**config.mk**
```make
export PLATFORM = sky130hd
export DESIGN_NAME = pe_array_sched_flat
export DESIGN_NICKNAME = d
export VERILOG_FILES = /design/src/rtl/pe_array_sched_if.sv /design/src/rtl/pe_array_sched.sv /design/src/flat_wrapper.sv
export SDC_FILE = /design/constraint.sdc
export NUM_CORES = 1
export LEC_CHECK = 0
export CAP_MARGIN = 20
export CORE_ASPECT_RATIO = 0.9
export CORE_MARGIN = 3
export CORE_UTILIZATION = 35
export CTS_BUF_LIST = sky130_fd_sc_hd__clkbuf_4
export CTS_CLUSTER_DIAMETER = 100
export CTS_CLUSTER_SIZE = 30
export DETAILED_ROUTE_END_ITERATION = 10
export PLACE_DENSITY_LB_ADDON = 0.3
export SYNTH_ARGS = -nofsm -noshare
export SYNTH_HDL_FRONTEND = slang
export SYNTH_SLANG_ARGS = --single-unit
```
**constraint.sdc**
```tcl
create_clock -name clk -period 5.05 [get_ports clk]
set_input_delay 1.01 -clock clk [delete_from_list [all_inputs] [get_ports clk]]
set_output_delay 1.01 -clock clk [all_outputs]
set_load 0.005 [all_outputs]
```
**src/rtl/pe_array_sched_if.sv**
```systemverilog
// Host/array-side signal bundle for pe_array_sched.
// The master side is the layer controller or bench. The slave side is the scheduler.
interface pe_array_sched_if #(
    parameter int N_ROWS = 4,
    parameter int CNT_W  = 8
);
    localparam int RSW = (N_ROWS > 1) ? $clog2(N_ROWS) : 1;

    logic             start;
    logic [CNT_W-1:0] num_pix;
    logic [4:0]       exp_bias_cfg;
    logic             stall;
    logic             busy;
    logic             done;
    logic             err;
    logic             w_load_en;
    logic [RSW-1:0]   w_row_sel;
    logic             img_valid;
    logic [CNT_W-1:0] img_idx;
    logic             pe_en;
    logic             psum_valid_out;
    logic [4:0]       exp_bias_out;

    modport master (
        output start, num_pix, exp_bias_cfg, stall,
        input  busy, done, err, w_load_en, w_row_sel, img_valid, img_idx,
               pe_en, psum_valid_out, exp_bias_out
    );

    modport slave (
        input  start, num_pix, exp_bias_cfg, stall,
        output busy, done, err, w_load_en, w_row_sel, img_valid, img_idx,
               pe_en, psum_valid_out, exp_bias_out
    );
endinterface

```
**src/rtl/pe_array_sched.sv**
```systemverilog
// Job sequencer for the weight-stationary PE array: load weights, stream pixels,
// drain the skewed psum pipeline, then pulse done. All outputs are registered.
module pe_array_sched #(
    parameter int N_ROWS = 4,
    parameter int N_COLS = 4,
    parameter int CNT_W  = 8
) (
    input  logic             clk,
    input  logic             rst,
    pe_array_sched_if.slave  bus
);
    localparam int LAT = N_ROWS + N_COLS - 1;
    localparam int RSW = (N_ROWS > 1) ? $clog2(N_ROWS) : 1;

    typedef enum logic [2:0] {
        S_IDLE,
        S_LOAD_W,
        S_STREAM,
        S_DRAIN,
        S_DONE
    } state_t;

    // state_q/cnt_q name the item being worked on this cycle. When act_q is low,
    // the cycle was frozen and they name the item still pending.
    state_t           state_q, state_d, nxt_state;
    logic [CNT_W-1:0] cnt_q, cnt_d, nxt_cnt;
    logic             act_q, act_d;
    logic [CNT_W-1:0] num_pix_q, num_pix_d;
    logic [4:0]       exp_bias_q, exp_bias_d;
    logic [LAT-1:0]   line_q, line_d;

    logic             busy_q, busy_d;
    logic             done_q, done_d;
    logic             err_q, err_d;
    logic             w_load_en_q, w_load_en_d;
    logic [RSW-1:0]   w_row_sel_q, w_row_sel_d;
    logic             img_valid_q, img_valid_d;
    logic [CNT_W-1:0] img_idx_q, img_idx_d;
    logic             pe_en_q, pe_en_d;
    logic             psum_valid_q, psum_valid_d;

    always_comb begin
        // NOTE: every always_comb target gets a default first, so no latch is inferred.
        nxt_state    = state_q;
        nxt_cnt      = cnt_q;
        state_d      = state_q;
        cnt_d        = cnt_q;
        act_d        = 1'b0;
        num_pix_d    = num_pix_q;
        exp_bias_d   = exp_bias_q;
        busy_d       = 1'b0;
        done_d       = 1'b0;
        err_d        = 1'b0;
        w_load_en_d  = 1'b0;
        w_row_sel_d  = '0;
        img_valid_d  = 1'b0;
        img_idx_d    = '0;
        pe_en_d      = 1'b0;

        if (act_q) begin
            case (state_q)
                S_LOAD_W: begin
                    if (cnt_q == CNT_W'(N_ROWS - 1)) begin
                        nxt_state = S_STREAM;
                        nxt_cnt   = '0;
                    end else begin
                        nxt_cnt = cnt_q + CNT_W'(1);
                    end
                end
                S_STREAM: begin
                    if (cnt_q == num_pix_q - CNT_W'(1)) begin
                        nxt_state = S_DRAIN;
                        nxt_cnt   = '0;
                    end else begin
                        nxt_cnt = cnt_q + CNT_W'(1);
                    end
                end
                S_DRAIN: begin
                    if (cnt_q == CNT_W'(LAT - 1)) begin
                        nxt_state = S_DONE;
                        nxt_cnt   = '0;
                    end else begin
                        nxt_cnt = cnt_q + CNT_W'(1);
                    end
                end
                S_DONE: begin
                    nxt_state = S_IDLE;
                    nxt_cnt   = '0;
                end
                default: ;
            endcase
        end

        if (state_q == S_IDLE && bus.start) begin
            if (bus.num_pix == '0) begin
                err_d = 1'b1;
            end else begin
                nxt_state  = S_LOAD_W;
                nxt_cnt    = '0;
                num_pix_d  = bus.num_pix;
                exp_bias_d = bus.exp_bias_cfg;
            end
        end

        state_d = nxt_state;
        cnt_d   = nxt_cnt;
        busy_d  = (nxt_state != S_IDLE);

        if (nxt_state inside {S_LOAD_W, S_STREAM, S_DRAIN}) begin
            act_d = !bus.stall;
            if (act_d) begin
                case (nxt_state)
                    S_LOAD_W: begin
                        w_load_en_d = 1'b1;
                        w_row_sel_d = nxt_cnt[RSW-1:0];
                    end
                    S_STREAM: begin
                        img_valid_d = 1'b1;
                        img_idx_d   = nxt_cnt;
                        pe_en_d     = 1'b1;
                    end
                    default: pe_en_d = 1'b1;
                endcase
            end
        end else if (nxt_state == S_DONE) begin
            act_d  = 1'b1;
            done_d = 1'b1;
        end

        // The line shifts on the edge that closes each pe_en cycle.
        line_d       = pe_en_q ? {line_q[LAT-2:0], img_valid_q} : line_q;
        psum_valid_d = line_d[LAT-1] & pe_en_d;
    end

    always_ff @(posedge clk) begin
        // NOTE: sequential state uses non-blocking assignments only.
        if (rst) begin
            state_q      <= S_IDLE;
            cnt_q        <= '0;
            act_q        <= 1'b0;
            num_pix_q    <= '0;
            exp_bias_q   <= '0;
            // NOTE: the delay line is cleared. A stale bit would show up as a
            // phantom psum_valid_out on the next job.
            line_q       <= '0;
            busy_q       <= 1'b0;
            done_q       <= 1'b0;
            err_q        <= 1'b0;
            w_load_en_q  <= 1'b0;
            w_row_sel_q  <= '0;
            img_valid_q  <= 1'b0;
            img_idx_q    <= '0;
            pe_en_q      <= 1'b0;
            psum_valid_q <= 1'b0;
        end else begin
            state_q      <= state_d;
            cnt_q        <= cnt_d;
            act_q        <= act_d;
            num_pix_q    <= num_pix_d;
            exp_bias_q   <= exp_bias_d;
            line_q       <= line_d;
            busy_q       <= busy_d;
            done_q       <= done_d;
            err_q        <= err_d;
            w_load_en_q  <= w_load_en_d;
            w_row_sel_q  <= w_row_sel_d;
            img_valid_q  <= img_valid_d;
            img_idx_q    <= img_idx_d;
            pe_en_q      <= pe_en_d;
            psum_valid_q <= psum_valid_d;
        end
    end

    assign bus.busy           = busy_q;
    assign bus.done           = done_q;
    assign bus.err            = err_q;
    assign bus.w_load_en      = w_load_en_q;
    assign bus.w_row_sel      = w_row_sel_q;
    assign bus.img_valid      = img_valid_q;
    assign bus.img_idx        = img_idx_q;
    assign bus.pe_en          = pe_en_q;
    assign bus.psum_valid_out = psum_valid_q;
    assign bus.exp_bias_out   = exp_bias_q;
endmodule

```
**src/flat_wrapper.sv**
```systemverilog
// flat-port wrapper written by rule: the top's interface ports become plain ports
module pe_array_sched_flat 
#(
    parameter int N_ROWS = 4,
    parameter int N_COLS = 4,
    parameter int CNT_W  = 8
)
  (clk, rst, bus_start, bus_num_pix, bus_exp_bias_cfg, bus_stall, bus_busy, bus_done, bus_err, bus_w_load_en, bus_w_row_sel, bus_img_valid, bus_img_idx, bus_pe_en, bus_psum_valid_out, bus_exp_bias_out);
  pe_array_sched_if #(.N_ROWS(N_ROWS), .CNT_W(CNT_W)) bus_i ();
  input  logic clk;
  input  logic rst;
  input wire logic [$bits(bus_i.start)-1:0] bus_start;
  input wire logic [$bits(bus_i.num_pix)-1:0] bus_num_pix;
  input wire logic [$bits(bus_i.exp_bias_cfg)-1:0] bus_exp_bias_cfg;
  input wire logic [$bits(bus_i.stall)-1:0] bus_stall;
  output wire logic [$bits(bus_i.busy)-1:0] bus_busy;
  output wire logic [$bits(bus_i.done)-1:0] bus_done;
  output wire logic [$bits(bus_i.err)-1:0] bus_err;
  output wire logic [$bits(bus_i.w_load_en)-1:0] bus_w_load_en;
  output wire logic [$bits(bus_i.w_row_sel)-1:0] bus_w_row_sel;
  output wire logic [$bits(bus_i.img_valid)-1:0] bus_img_valid;
  output wire logic [$bits(bus_i.img_idx)-1:0] bus_img_idx;
  output wire logic [$bits(bus_i.pe_en)-1:0] bus_pe_en;
  output wire logic [$bits(bus_i.psum_valid_out)-1:0] bus_psum_valid_out;
  output wire logic [$bits(bus_i.exp_bias_out)-1:0] bus_exp_bias_out;
  assign bus_i.start = bus_start;
  assign bus_i.num_pix = bus_num_pix;
  assign bus_i.exp_bias_cfg = bus_exp_bias_cfg;
  assign bus_i.stall = bus_stall;
  assign bus_busy = bus_i.busy;
  assign bus_done = bus_i.done;
  assign bus_err = bus_i.err;
  assign bus_w_load_en = bus_i.w_load_en;
  assign bus_w_row_sel = bus_i.w_row_sel;
  assign bus_img_valid = bus_i.img_valid;
  assign bus_img_idx = bus_i.img_idx;
  assign bus_pe_en = bus_i.pe_en;
  assign bus_psum_valid_out = bus_i.psum_valid_out;
  assign bus_exp_bias_out = bus_i.exp_bias_out;
  pe_array_sched #(.N_ROWS(N_ROWS), .N_COLS(N_COLS), .CNT_W(CNT_W)) u_core (.clk(clk), .rst(rst), .bus(bus_i));
endmodule
```
==> results <==
- The number of top-level pins is 39.
- Before CTS, the worst setup slack after placement is 1764 ps.
- The synthesized design devotes to its leading area cell type 44.00% of total area.
- The worst pin sits at a relative slew slack of 57.40%.
- On the final layout, the worst clock skew is 17.49 ps.
- The total CTS buffers is 5.
- In this run the worst hold path is classified as register to register.
- The initialized floorplan defines 26 standard-cell rows.
- The run finished with clean final reports.
- The worst path uses 57.81% of the clock period.
- The number of iterations in the first detailed-routing pass is 4.
- Registers take 980.9 sq um.
- The dominant cell type by area after synthesis is sky130_fd_sc_hd__dfxtp_1.
- The fraction of the yosys area taken by sequential cells is 44.00%.
- The proportion of register bits with asynchronous set or reset after synthesis is 0%.
- The clock drives 49 sinks.
- In the routed layout, each cell is associated on average with a via count of 4.840.
- STA classifies the critical path endpoint as a register.
- After the last flow step, the layout net total stands at 292.
- The cell area after layout is 2723 sq um.
- After floorplanning, the core was sized to cover 5921 sq um.
- The yosys synthesis warning count is 0.
- The antenna diode count is 0.
- The violation count after the first detailed-route iteration is 94.
- The root buffer cell is sky130_fd_sc_hd__clkbuf_4.
- Across all setup checks in the final design, the least slack found is 2131 ps.
- The area growth from synthesis to layout is 22.11%.
- The kind of start point of the critical path is an input pin.
- The die height is 81.72 um.
- The count of state elements after synthesis is 49.
- For this run, the total global-route usage over all layers was measured as 13.51%.
- Counting flops with a built-in enable in the synthesized netlist gives 0.
- The hold violation total from the final report was 0.
- For this design the ratio of total power to cell area is 255.9 nW/um^2.
- At the pin with the least slew margin, the transition time is 639.1 ps.
- The post-synthesis cell type count is 46.
- TritonCTS built the clock tree.
- The wire length of the first global-routing pass is 8059 um.
- The hold buffer count at CTS is 0.
- In the final layout, the multi-input gates occupy 1164 sq um.
- The final number of setup-violating endpoints is 0.
- Setup repair after global routing left no endpoint under its margin.
- Entering global routing, the biggest net connects 34 pins.
- The count of nets left with antenna violations after detail routing is 0.
- The clock tree synthesis step divided the H-tree into 2 levels.
- For this block, the routed nets add up to 4560 um of wire.
- The post-route setup TNS is 0 ps.
- For the worst-skew pair, the clock arrives at the later sink with an insertion delay of 360 ps.
- The number of port buffers is 38.
- The detailed placer's ending HPWL is 3322 um.
- The die outline area is 7365 sq um.
- Counting the fill cells in the layout gives 608.
- The gate count after technology mapping is 238.
- Clock-pin slew was measured on the worst setup and hold paths at 140 ps.
- After detailed routing, the number of remaining DRC violations is 0.
- The max-slew violation count is 0.
- The shortest clock period the worst path allows after layout is 2919 ps.
- The maximum vdd drop is 100.2 uV.
- Along the worst path, the maximum fanout reaches 14.
- The critical path data required time is 5340 ps.
- The chip width is 90.13 um.
- The number of global-route vias before repair is 1731.
- After synthesis the cells add up to 2230 sq um.
- The number of antenna violations at the first check in global routing came to 0.
- For the worst setup path, the data arrival time is 3210 ps.
- The fraction of final layout cells sized beyond drive strength 1 is 9.890%.
- Ranked by total cell area, the synthesized netlist is headed by sky130_fd_sc_hd__dfxtp_1 44%, sky130_fd_sc_hd__nor2_1 6.6%, sky130_fd_sc_hd__mux2i_1 6.3%, sky130_fd_sc_hd__xnor2_1 4.7%, sky130_fd_sc_hd__nand2_1 4.0%.
- The starting density of the core is 37.66%.
- The classification of the worst setup path is input pin to register.
- The number of vias in the routed layout is 1728.
- The post-synthesis average cell area is 9.368 sq um.
- The fmax is 342.5 MHz.
- The leakage power figure is 0.9922 nW.
- The main flop type after synthesis is sky130_fd_sc_hd__dfxtp_1.
- The total cell area at the placement stage is 2664 sq um.
- The remaining global-route overflow is 0.
- The net count after synthesis is 258.
- The placer's final routability congestion estimate is 0.8461.
- The post-CTS setup-driven buffer insertion count is 0.
- In the final routed layout, each cell accounts on average for 12.77 um.
- The reported max-cap violation count is 0.
- Once the clock tree was built, the resizer swapped 0 gates to a different size.
- The number of buffers between clock root and the deepest sink is 2.
==> cell type report <==
cell class / count / area share [%]
Sequential cell: 49 / 36.03
Inverter: 7 / 0.9651
Tap cell: 84 / 3.860
Timing Repair Buffer: 39 / 14.25
Clock buffer: 6 / 1.654
Multi-Input combinational cell: 170 / 42.74
Clock inverter: 2 / 0.5055
==> stage by stage <==
stage | utilization [%] | hold slack (ps) | instances | power [mW]
floorplan | - | 448.1 | 238 | 0.4879
global placement | 44.99 | 472.1 | 349 | 0.5248
detailed placement | 44.99 | 483.5 | 349 | 0.5254
CTS | 45.98 | 501.9 | 357 | 0.7064
global route | 45.98 | 547.9 | 357 | 0.7382
finish | 45.98 | 501.1 | 357 | 0.6968
==> worst max-delay path: stages <==
cell,delay [ps]
sky130_fd_sc_hd__clkdlybuf4s50_1,430
sky130_fd_sc_hd__or4_4,580
sky130_fd_sc_hd__o21ai_4,420
sky130_fd_sc_hd__o211a_1,300
sky130_fd_sc_hd__o31a_4,190
sky130_fd_sc_hd__nand3b_4,140
sky130_fd_sc_hd__nor3_2,120
==> power breakdown <==
group,internal [mW],switching (mW)
Clock,0.0612,0.119
Combinational,0.0541,0.0525
Sequential,0.398,0.0120
Total,0.514,0.183
==> sequential cells by signal (all words and copies together), names as in the netlist <==
name	cells
u_core.bus.img_idx	8
u_core.cnt_q	8
u_core.num_pix_q	8
u_core.line_q	7
u_core.bus.exp_bias_out	5
u_core.state_q	3
u_core.bus.w_row_sel	2
u_core.act_q	1
u_core.bus.busy	1
u_core.bus.done	1
u_core.bus.err	1
u_core.bus.img_valid	1
u_core.bus.pe_en	1
u_core.bus.psum_valid_out	1
u_core.bus.w_load_en	1
==> layer usage <==
metal / GRT usage, % / up-vias / share of wire [%]
li1: - / 892 / -
met1: 17.92 / 781 / 51
met2: 22.22 / 50 / 44
met3: 2.747 / 5 / 4.1
met4: 4.587 / 0 / 0.79
met5: 0 / - / 0
==> path summary, 6_finish.rpt <==
check | startpoint | endpoint | slack [ps] | depth (start not counted)
setup / recovery | bus_num_pix[3] | u_core.bus.img_idx[2] | 2130 | 7
hold / removal | u_core.num_pix_q[7] | u_core.num_pix_q[7] | 500 | 2
setup reg to reg | u_core.num_pix_q[0] | u_core.cnt_q[5] | 2620 | 8
hold reg to reg | u_core.num_pix_q[7] | u_core.num_pix_q[7] | 500 | 2
==> layout by cell type, fill, tap and decap left out, drive strengths merged, types with 3 or more instances in the layout <==
| cell type | instances |
|---|---|
| ha | 3 |
| nand2b | 3 |
| mux2i | 15 |
| xnor2 | 12 |
| nor3 | 9 |
| nor2 | 40 |
| or4 | 5 |
| nand3b | 3 |
| nor4b | 3 |
| a211oi | 3 |
| clkbuf | 6 |
| a22oi | 3 |
| a21oi | 10 |
| xor2 | 3 |
| nand2 | 24 |
| nand3 | 7 |
| nand4 | 3 |
| clkdlybuf4s50 | 38 |
| inv | 8 |
| dfxtp | 49 |
==> cells in the mapped netlist (all sizes together) (3+ instances only) <==
cell type / count
dfxtp: 49
nor2: 40
nand2: 24
mux2i: 15
xnor2: 12
a21oi: 10
nor3: 9
buf: 7
inv: 7
nand3: 7
clkbuf: 5
or4: 5
a211oi: 3
a22oi: 3
ha: 3
nand2b: 3
nand3b: 3
nand4: 3
nor4b: 3
xor2: 3
==> logic make-up (layout without fill, tap and decap cells) <==
group / Yosys count / in the layout / synth area share [%]
and+or+nand+nor: 109 / 109 / 27.67
AOI/OAI and AO/OA: 28 / 28 / 9.652
muxes: 15 / 15 / 7.295
adders and majority gates: 3 / 3 / 1.684
buffers and inverters: 19 / 54 / 3.816
xor gates and xnor gates: 15 / 15 / 5.892
DFF: 49 / 49 / 44.00
Power figures use the tool's default switching activity.
